==> src/rtl/lcd_rgb_rx.sv <==
// RGB565 parallel LCD receiver: captures DE-qualified pixels with coordinates and
// measures line/frame geometry against the expected active resolution.
module lcd_rgb_rx #(
    parameter int unsigned H_ACTIVE = 480,
    parameter int unsigned V_ACTIVE = 272
) (
    input  logic        PixelClk,
    input  logic        nRST,
    input  logic        LCD_DE,
    input  logic        LCD_HSYNC,
    input  logic        LCD_VSYNC,
    input  logic [4:0]  LCD_R,
    input  logic [5:0]  LCD_G,
    input  logic [4:0]  LCD_B,
    output logic        pix_valid,
    output logic [15:0] pix_data,
    output logic [8:0]  pix_x,
    output logic [8:0]  pix_y,
    output logic        sof,
    output logic        eol,
    output logic        line_err,
    output logic        frame_done,
    output logic        frame_ok,
    output logic [15:0] meas_width,
    output logic [15:0] meas_height,
    output logic [15:0] meas_htotal,
    output logic [7:0]  err_count
);

    localparam int unsigned CW = 16;
    localparam int unsigned XW = 9;
    localparam int unsigned EW = 8;
    localparam int unsigned PW = 16;
    localparam logic [CW-1:0] CNT_MAX = {CW{1'b1}};
    localparam logic [XW-1:0] XY_MAX  = {XW{1'b1}};
    localparam logic [CW-1:0] H_EXP   = CW'(H_ACTIVE);
    localparam logic [CW-1:0] V_EXP   = CW'(V_ACTIVE);

    typedef enum logic [1:0] {
        ST_SEEK  = 2'd0,
        ST_BLANK = 2'd1,
        ST_LINE  = 2'd2
    } state_e;

    function automatic logic [CW-1:0] inc_cnt(input logic [CW-1:0] v);
        return (v == CNT_MAX) ? v : v + CW'(1);
    endfunction

    function automatic logic [XW-1:0] inc_xy(input logic [XW-1:0] v);
        return (v == XY_MAX) ? v : v + XW'(1);
    endfunction

    // input capture (S1) and its delayed copy (S2) for edge detection
    logic          de_s1_q, de_s1_d;
    logic          hs_s1_q, hs_s1_d, hs_s2_q, hs_s2_d;
    logic          vs_s1_q, vs_s1_d, vs_s2_q, vs_s2_d;
    logic [PW-1:0] rgb_s1_q, rgb_s1_d;

    always_comb begin
        de_s1_d  = LCD_DE;
        hs_s1_d  = LCD_HSYNC;
        vs_s1_d  = LCD_VSYNC;
        rgb_s1_d = {LCD_R, LCD_G, LCD_B};
        hs_s2_d  = hs_s1_q;
        vs_s2_d  = vs_s1_q;
    end

    logic vs_rise_c;
    logic hs_rise_c;
    assign vs_rise_c = vs_s1_q & ~vs_s2_q;
    assign hs_rise_c = hs_s1_q & ~hs_s2_q;

    state_e        state_q, state_d;
    logic [XW-1:0] x_q, x_d;
    logic [XW-1:0] y_q, y_d;
    logic [CW-1:0] len_q, len_d;
    logic [CW-1:0] lines_q, lines_d;
    logic          ferr_q, ferr_d;
    logic [CW-1:0] htcnt_q, htcnt_d;

    logic          pix_valid_q, pix_valid_d;
    logic [PW-1:0] pix_data_q, pix_data_d;
    logic [XW-1:0] pix_x_q, pix_x_d;
    logic [XW-1:0] pix_y_q, pix_y_d;
    logic          sof_q, sof_d;
    logic          eol_q, eol_d;
    logic          line_err_q, line_err_d;
    logic          frame_done_q, frame_done_d;
    logic          frame_ok_q, frame_ok_d;
    logic [CW-1:0] meas_width_q, meas_width_d;
    logic [CW-1:0] meas_height_q, meas_height_d;
    logic [CW-1:0] meas_htotal_q, meas_htotal_d;
    logic [EW-1:0] err_count_q, err_count_d;

    logic          emit_c;
    logic          line_close_c;
    logic          frame_close_c;
    logic          in_frame_c;
    logic          line_bad_c;
    logic [XW-1:0] x_pix_c;
    logic [CW-1:0] lines_nxt_c;
    logic          ferr_nxt_c;

    // FSM next-state and pixel / line / frame bookkeeping
    always_comb begin
        state_d       = state_q;
        x_d           = x_q;
        y_d           = y_q;
        len_d         = len_q;
        lines_d       = lines_q;
        ferr_d        = ferr_q;
        pix_valid_d   = 1'b0;
        pix_data_d    = pix_data_q;
        pix_x_d       = pix_x_q;
        pix_y_d       = pix_y_q;
        sof_d         = 1'b0;
        eol_d         = 1'b0;
        line_err_d    = 1'b0;
        frame_done_d  = 1'b0;
        frame_ok_d    = frame_ok_q;
        meas_width_d  = meas_width_q;
        meas_height_d = meas_height_q;
        x_pix_c       = '0;
        line_bad_c    = 1'b0;
        lines_nxt_c   = lines_q;
        ferr_nxt_c    = ferr_q;

        in_frame_c    = (state_q == ST_BLANK) || (state_q == ST_LINE);
        emit_c        = in_frame_c && de_s1_q && !vs_rise_c;
        line_close_c  = (state_q == ST_LINE) && (!de_s1_q || vs_rise_c);
        frame_close_c = in_frame_c && vs_rise_c;

        if (emit_c) begin
            x_pix_c     = (state_q == ST_LINE) ? x_q : '0;
            pix_valid_d = 1'b1;
            pix_data_d  = rgb_s1_q;
            pix_x_d     = x_pix_c;
            pix_y_d     = y_q;
            sof_d       = (x_pix_c == '0) && (y_q == '0);
            eol_d       = !LCD_DE;
            x_d         = inc_xy(x_pix_c);
            len_d       = (state_q == ST_LINE) ? inc_cnt(len_q) : CW'(1);
            state_d     = ST_LINE;
        end

        // DE still high here means VSYNC cut the line short
        if (line_close_c) begin
            line_bad_c   = de_s1_q || (len_q != H_EXP);
            line_err_d   = line_bad_c;
            meas_width_d = len_q;
            lines_nxt_c  = inc_cnt(lines_q);
            ferr_nxt_c   = ferr_q | line_bad_c;
            y_d          = inc_xy(y_q);
            lines_d      = lines_nxt_c;
            ferr_d       = ferr_nxt_c;
            state_d      = ST_BLANK;
        end

        if (frame_close_c) begin
            frame_done_d  = 1'b1;
            frame_ok_d    = (lines_nxt_c == V_EXP) && !ferr_nxt_c;
            meas_height_d = lines_nxt_c;
            y_d           = '0;
            lines_d       = '0;
            ferr_d        = 1'b0;
            state_d       = ST_BLANK;
        end

        if (state_q == ST_SEEK && vs_rise_c) begin
            y_d     = '0;
            lines_d = '0;
            ferr_d  = 1'b0;
            state_d = ST_BLANK;
        end

        if (!in_frame_c && state_q != ST_SEEK) begin
            state_d = ST_SEEK;
        end
    end

    logic [1:0]    err_inc_c;
    logic [EW:0]   err_sum_c;

    // saturating error counter, line and frame errors may land together
    always_comb begin
        err_inc_c   = {1'b0, line_err_d} + {1'b0, frame_done_d & ~frame_ok_d};
        err_sum_c   = {1'b0, err_count_q} + (EW+1)'(err_inc_c);
        err_count_d = err_sum_c[EW] ? {EW{1'b1}} : err_sum_c[EW-1:0];
    end

    // HSYNC period measurement, independent of the frame FSM
    always_comb begin
        htcnt_d       = inc_cnt(htcnt_q);
        meas_htotal_d = meas_htotal_q;
        if (hs_rise_c) begin
            meas_htotal_d = htcnt_q;
            htcnt_d       = CW'(1);
        end
    end

    always_ff @(posedge PixelClk or negedge nRST) begin
        if (!nRST) begin
            de_s1_q       <= 1'b0;
            hs_s1_q       <= 1'b0;
            hs_s2_q       <= 1'b0;
            vs_s1_q       <= 1'b0;
            vs_s2_q       <= 1'b0;
            rgb_s1_q      <= '0;
            state_q       <= ST_SEEK;
            x_q           <= '0;
            y_q           <= '0;
            len_q         <= '0;
            lines_q       <= '0;
            ferr_q        <= 1'b0;
            htcnt_q       <= '0;
            pix_valid_q   <= 1'b0;
            pix_data_q    <= '0;
            pix_x_q       <= '0;
            pix_y_q       <= '0;
            sof_q         <= 1'b0;
            eol_q         <= 1'b0;
            line_err_q    <= 1'b0;
            frame_done_q  <= 1'b0;
            frame_ok_q    <= 1'b0;
            meas_width_q  <= '0;
            meas_height_q <= '0;
            meas_htotal_q <= '0;
            err_count_q   <= '0;
        end else begin
            de_s1_q       <= de_s1_d;
            hs_s1_q       <= hs_s1_d;
            hs_s2_q       <= hs_s2_d;
            vs_s1_q       <= vs_s1_d;
            vs_s2_q       <= vs_s2_d;
            rgb_s1_q      <= rgb_s1_d;
            state_q       <= state_d;
            x_q           <= x_d;
            y_q           <= y_d;
            len_q         <= len_d;
            lines_q       <= lines_d;
            ferr_q        <= ferr_d;
            htcnt_q       <= htcnt_d;
            pix_valid_q   <= pix_valid_d;
            pix_data_q    <= pix_data_d;
            pix_x_q       <= pix_x_d;
            pix_y_q       <= pix_y_d;
            sof_q         <= sof_d;
            eol_q         <= eol_d;
            line_err_q    <= line_err_d;
            frame_done_q  <= frame_done_d;
            frame_ok_q    <= frame_ok_d;
            meas_width_q  <= meas_width_d;
            meas_height_q <= meas_height_d;
            meas_htotal_q <= meas_htotal_d;
            err_count_q   <= err_count_d;
        end
    end

    assign pix_valid   = pix_valid_q;
    assign pix_data    = pix_data_q;
    assign pix_x       = pix_x_q;
    assign pix_y       = pix_y_q;
    assign sof         = sof_q;
    assign eol         = eol_q;
    assign line_err    = line_err_q;
    assign frame_done  = frame_done_q;
    assign frame_ok    = frame_ok_q;
    assign meas_width  = meas_width_q;
    assign meas_height = meas_height_q;
    assign meas_htotal = meas_htotal_q;
    assign err_count   = err_count_q;

endmodule

==> config.mk <==
export PLATFORM = sky130hd
export DESIGN_NAME = lcd_rgb_rx
export DESIGN_NICKNAME = d
export VERILOG_FILES = /design/src/rtl/lcd_rgb_rx.sv
export SDC_FILE = /design/constraint.sdc
export NUM_CORES = 1
export LEC_CHECK = 0
export ABC_AREA = 1
export BUFFER_PORTS_ARGS = -buffer_cell sky130_fd_sc_hd__buf_2
export CAP_MARGIN = 20
export CORE_ASPECT_RATIO = 0.7
export CORE_MARGIN = 1
export CORE_UTILIZATION = 40
export CTS_CLUSTER_SIZE = 24
export DETAILED_ROUTE_END_ITERATION = 12
export SETUP_SLACK_MARGIN = 0.1
export SYNTH_ARGS = -nofsm -noshare
export SYNTH_HDL_FRONTEND = slang
export SYNTH_SLANG_ARGS = --single-unit
==> constraint.sdc <==
create_clock -name PixelClk -period 3.6 [get_ports PixelClk]
set_input_delay 0.72 -clock PixelClk [delete_from_list [all_inputs] [get_ports PixelClk]]
set_output_delay 0.72 -clock PixelClk [all_outputs]
set_load 0.01 [all_outputs]
==> flow_summary.json <==
{
  "dp.cells": 1321,
  "wl_mm": 19.0,
  "drcViolationCount": 0,
  "status": "complete, no violations",
  "setup_ws_ps": 362,
  "synthMuxAreaShare": 0,
  "die-area_um2": 21200,
  "hold_viol_final": 0,
  "core.rowCount": 43,
  "io-pin-count": 117,
  "finalCritPeriodShare": 0.900,
  "synth_fa_ha_area_frac": 0.0221,
  "r2r_start": "state_q[0]$_DFFE_PN0P_",
  "syn_area_per_cell_um2": 8.68,
  "post_drt_via_cell_ratio": 4.81,
  "max_freq_ghz": 0.309,
  "worstSetupStartpointType": "flip-flop",
  "arrival_ps": 3590,
  "synth_seq_cells": 186,
  "crit_type": "reg -> reg",
  "cts.sinks": 186,
  "setup-tns-final_ps": 0,
  "vias": 6536,
  "nets": 1110,
  "slew_viol_final": 0,
  "layout_common_cells": "nand2_1, dfrtp_1, buf_2",
  "hpwl_mm": 13.3,
  "die_h_um": 122,
  "gr-total-overflow": 0,
  "fin_area_um2": 9850,
  "start_util": 0.412,
  "numCtsBuffers": 17,
  "tritoncts": "yes",
  "grt_pass1_vias": 6036,
  "dp_worst_setup_slack_ps": 132,
  "slew_headroom": 0.446,
  "coreArea_um2": 20000,
  "leakage_nw": 4.95,
  "maxCapViolations": 0,
  "wire_per_inst_um": 14.0,
  "rsz0062_at_grt": "false",
  "setup_viol": 0,
  "syn_nets": 985,
  "synth_top_family_by_area": "simple AND/OR/NAND/NOR gates",
  "drive_above_1_share": 0.191,
  "track_usage": 0.187,
  "power_density_nw_per_um2": 639,
  "skew_ps": 12.4,
  "final_util": 0.492,
  "clockRootBuffer": "clkbuf_16",
  "diodes": 0,
  "clk_latency_ps": 430,
  "ys_types": 38,
  "reg2reg_slack_ps": 360,
  "crit_start": "state_q[0]$_DFFE_PN0P_",
  "hold_class": "in -> async",
  "finalCriticalPeriod_ps": 3240,
  "grt_pass1_wl_mm": 31.3,
  "cts_buffer_depth": 2,
  "yosys.area_share.simple": 0.240,
  "syn-cell-area_um2": 8250,
  "worst_pin_slew_ps": 829,
  "drt_iter0_markers": 495,
  "yosys.area_share.xor_xnor": 0.0149,
  "placed_cell_area_um2": 9160,
  "reg2regPathDepth": 19,
  "clk_pin_slew_worst_paths_ps": 70,
  "worstPathRequired_ps": 3950,
  "endpoint_kind": "flip-flop",
  "globalplace.congestion": 0.863,
  "mostFrequentLayoutCell": "nand2_1",
  "dr.pass1.iters": 6,
  "fillers": 1922,
  "die-width_um": 174,
  "endpoint": "err_count[2]$_DFF_PN0_",
  "worst_ir_drop_vdd_mv": 0.290,
  "synth_compound_area_frac": 0.0946,
  "port_buffers": 116,
  "h-tree-depth": 4,
  "yosysSeqAreaShare": 0.564,
  "syn_to_final_growth_pct": 19.4,
  "rr_endpoint": "err_count[2]$_DFF_PN0_",
  "yosysWarnings": 0,
  "grt_max_degree": 95,
  "worstPathMaxFanout": 8,
  "final_cells": 1358,
  "antenna_found_initial": 1,
  "antenna_left": 0,
  "synthCells": 950
}
==> cells by family after synthesis <==
logic type	after synthesis
AND/OR/NAND/NOR	463
flip-flops	186
AO/OA/AOI/OAI	140
buffers and inverters	133
XOR/XNOR	14
adder cells (fa/ha/maj)	14
==> cell type report <==
| class | instances | area, um^2 | area share |
|---|---|---|---|
| Clock buffer | 18 | 439 | 0.0446 |
| Clock inverter | 14 | 160 | 0.0163 |
| Inverter | 107 | 402 | 0.0408 |
| Multi-Input combinational cell | 631 | 3100 | 0.315 |
| Sequential cell | 186 | 4650 | 0.472 |
| Tap cell | 270 | 338 | 0.0343 |
| Timing Repair Buffer | 132 | 759 | 0.0771 |
==> power by group <==
group	internal [W]	switching [W]
Clock	0.00100	0.000886
Sequential	0.00245	0.000233
Combinational	0.000595	0.00113
Total	0.00405	0.00225
==> worst min-delay path by stage <==
| stage | cells past startpoint | slack [ps] | from | endpoint |
|---|---|---|---|---|
| final | 1 | 340 | nRST | meas_width[5]$_DFFE_PN0N_ |
| after floorplan | 0 | 350 | hs_s1_q$_DFF_PN0_ | hs_s2_q$_DFF_PN0_ |
| after CTS | 1 | 360 | LCD_B[0] | rgb_s1_q[0]$_DFF_PN0_ |
| after global routing | 1 | 360 | LCD_G[0] | rgb_s1_q[5]$_DFF_PN0_ |
| after global placement | 0 | 360 | hs_s1_q$_DFF_PN0_ | hs_s2_q$_DFF_PN0_ |
| after detailed placement | 0 | 370 | hs_s1_q$_DFF_PN0_ | hs_s2_q$_DFF_PN0_ |
==> layer usage <==
layer / vias to the layer above / routed length (um) / track usage
li1: 3306 / - / -
met3: 11 / 1070 / 0.0403
met2: 159 / 7710 / 0.255
met4: 2 / 146 / 0.0598
met1: 3058 / 10100 / 0.291
met5: - / 13 / 0
==> sequential cells by signal (all words and copies together), names as in the netlist, 16 cells and up <==
register     flops
htcnt_q         16
len_q           16
lines_q         16
meas_height     16
meas_htotal     16
meas_width      16
pix_data        16
rgb_s1_q        16
==> critical path, cell delays in order (launching register included) <==
cell	delay, ps
dfrtp_1	410
inv_1	100
ha_2	210
inv_2	90
a21oi_4	290
buf_8	170
nand2_1	90
nand2_1	90
o21ai_2	80
nand3_1	90
nor2_1	50
nand3_1	100
nand2_1	80
fa_1	360
inv_1	110
ha_2	190
nand2_2	80
nor4_4	310
nand2_2	150
o21ai_0	100
==> synthesized netlist by cell type, drive strengths merged <==
master / count / share of area
nand2: 267 / 0.12
dfrtp: 186 / 0.56
inv: 105 / 0.048
o21ai: 91 / 0.056
nor2: 90 / 0.045
nand3: 49 / 0.030
nor3: 30 / 0.019
a21oi: 29 / 0.020
clkbuf: 17 / 0.0077
nand4: 14 / 0.011
ha: 13 / 0.020
xor2: 12 / 0.013
buf: 9 / 0.0076
o31ai: 9 / 0.0082
nor4: 5 / 0.0038
a211oi: 4 / 0.0036
nand3b: 4 / 0.0036
or2: 4 / 0.0030
a31oi: 3 / 0.0023
o21a: 3 / 0.0027
clkinv: 2 / 0.00091
xnor2: 2 / 0.0021
a221oi: 1 / 0.0018
fa: 1 / 0.0024
==> stage by stage <==
stage | power [W] | hold WS [ps]
floorplan | 0.00377 | 354
global placement | 0.00437 | 358
detailed placement | 0.00439 | 371
CTS | 0.00630 | 365
global route | 0.00670 | 361
finish | 0.00630 | 339
==> repair_timing <==
item,4_1_cts,5_1_grt
buffers inserted,0,4
gates resized for setup,0,10
hold buffers,0,0
setup endpoints to repair,0,8
(Power assumes the default switching activity.)
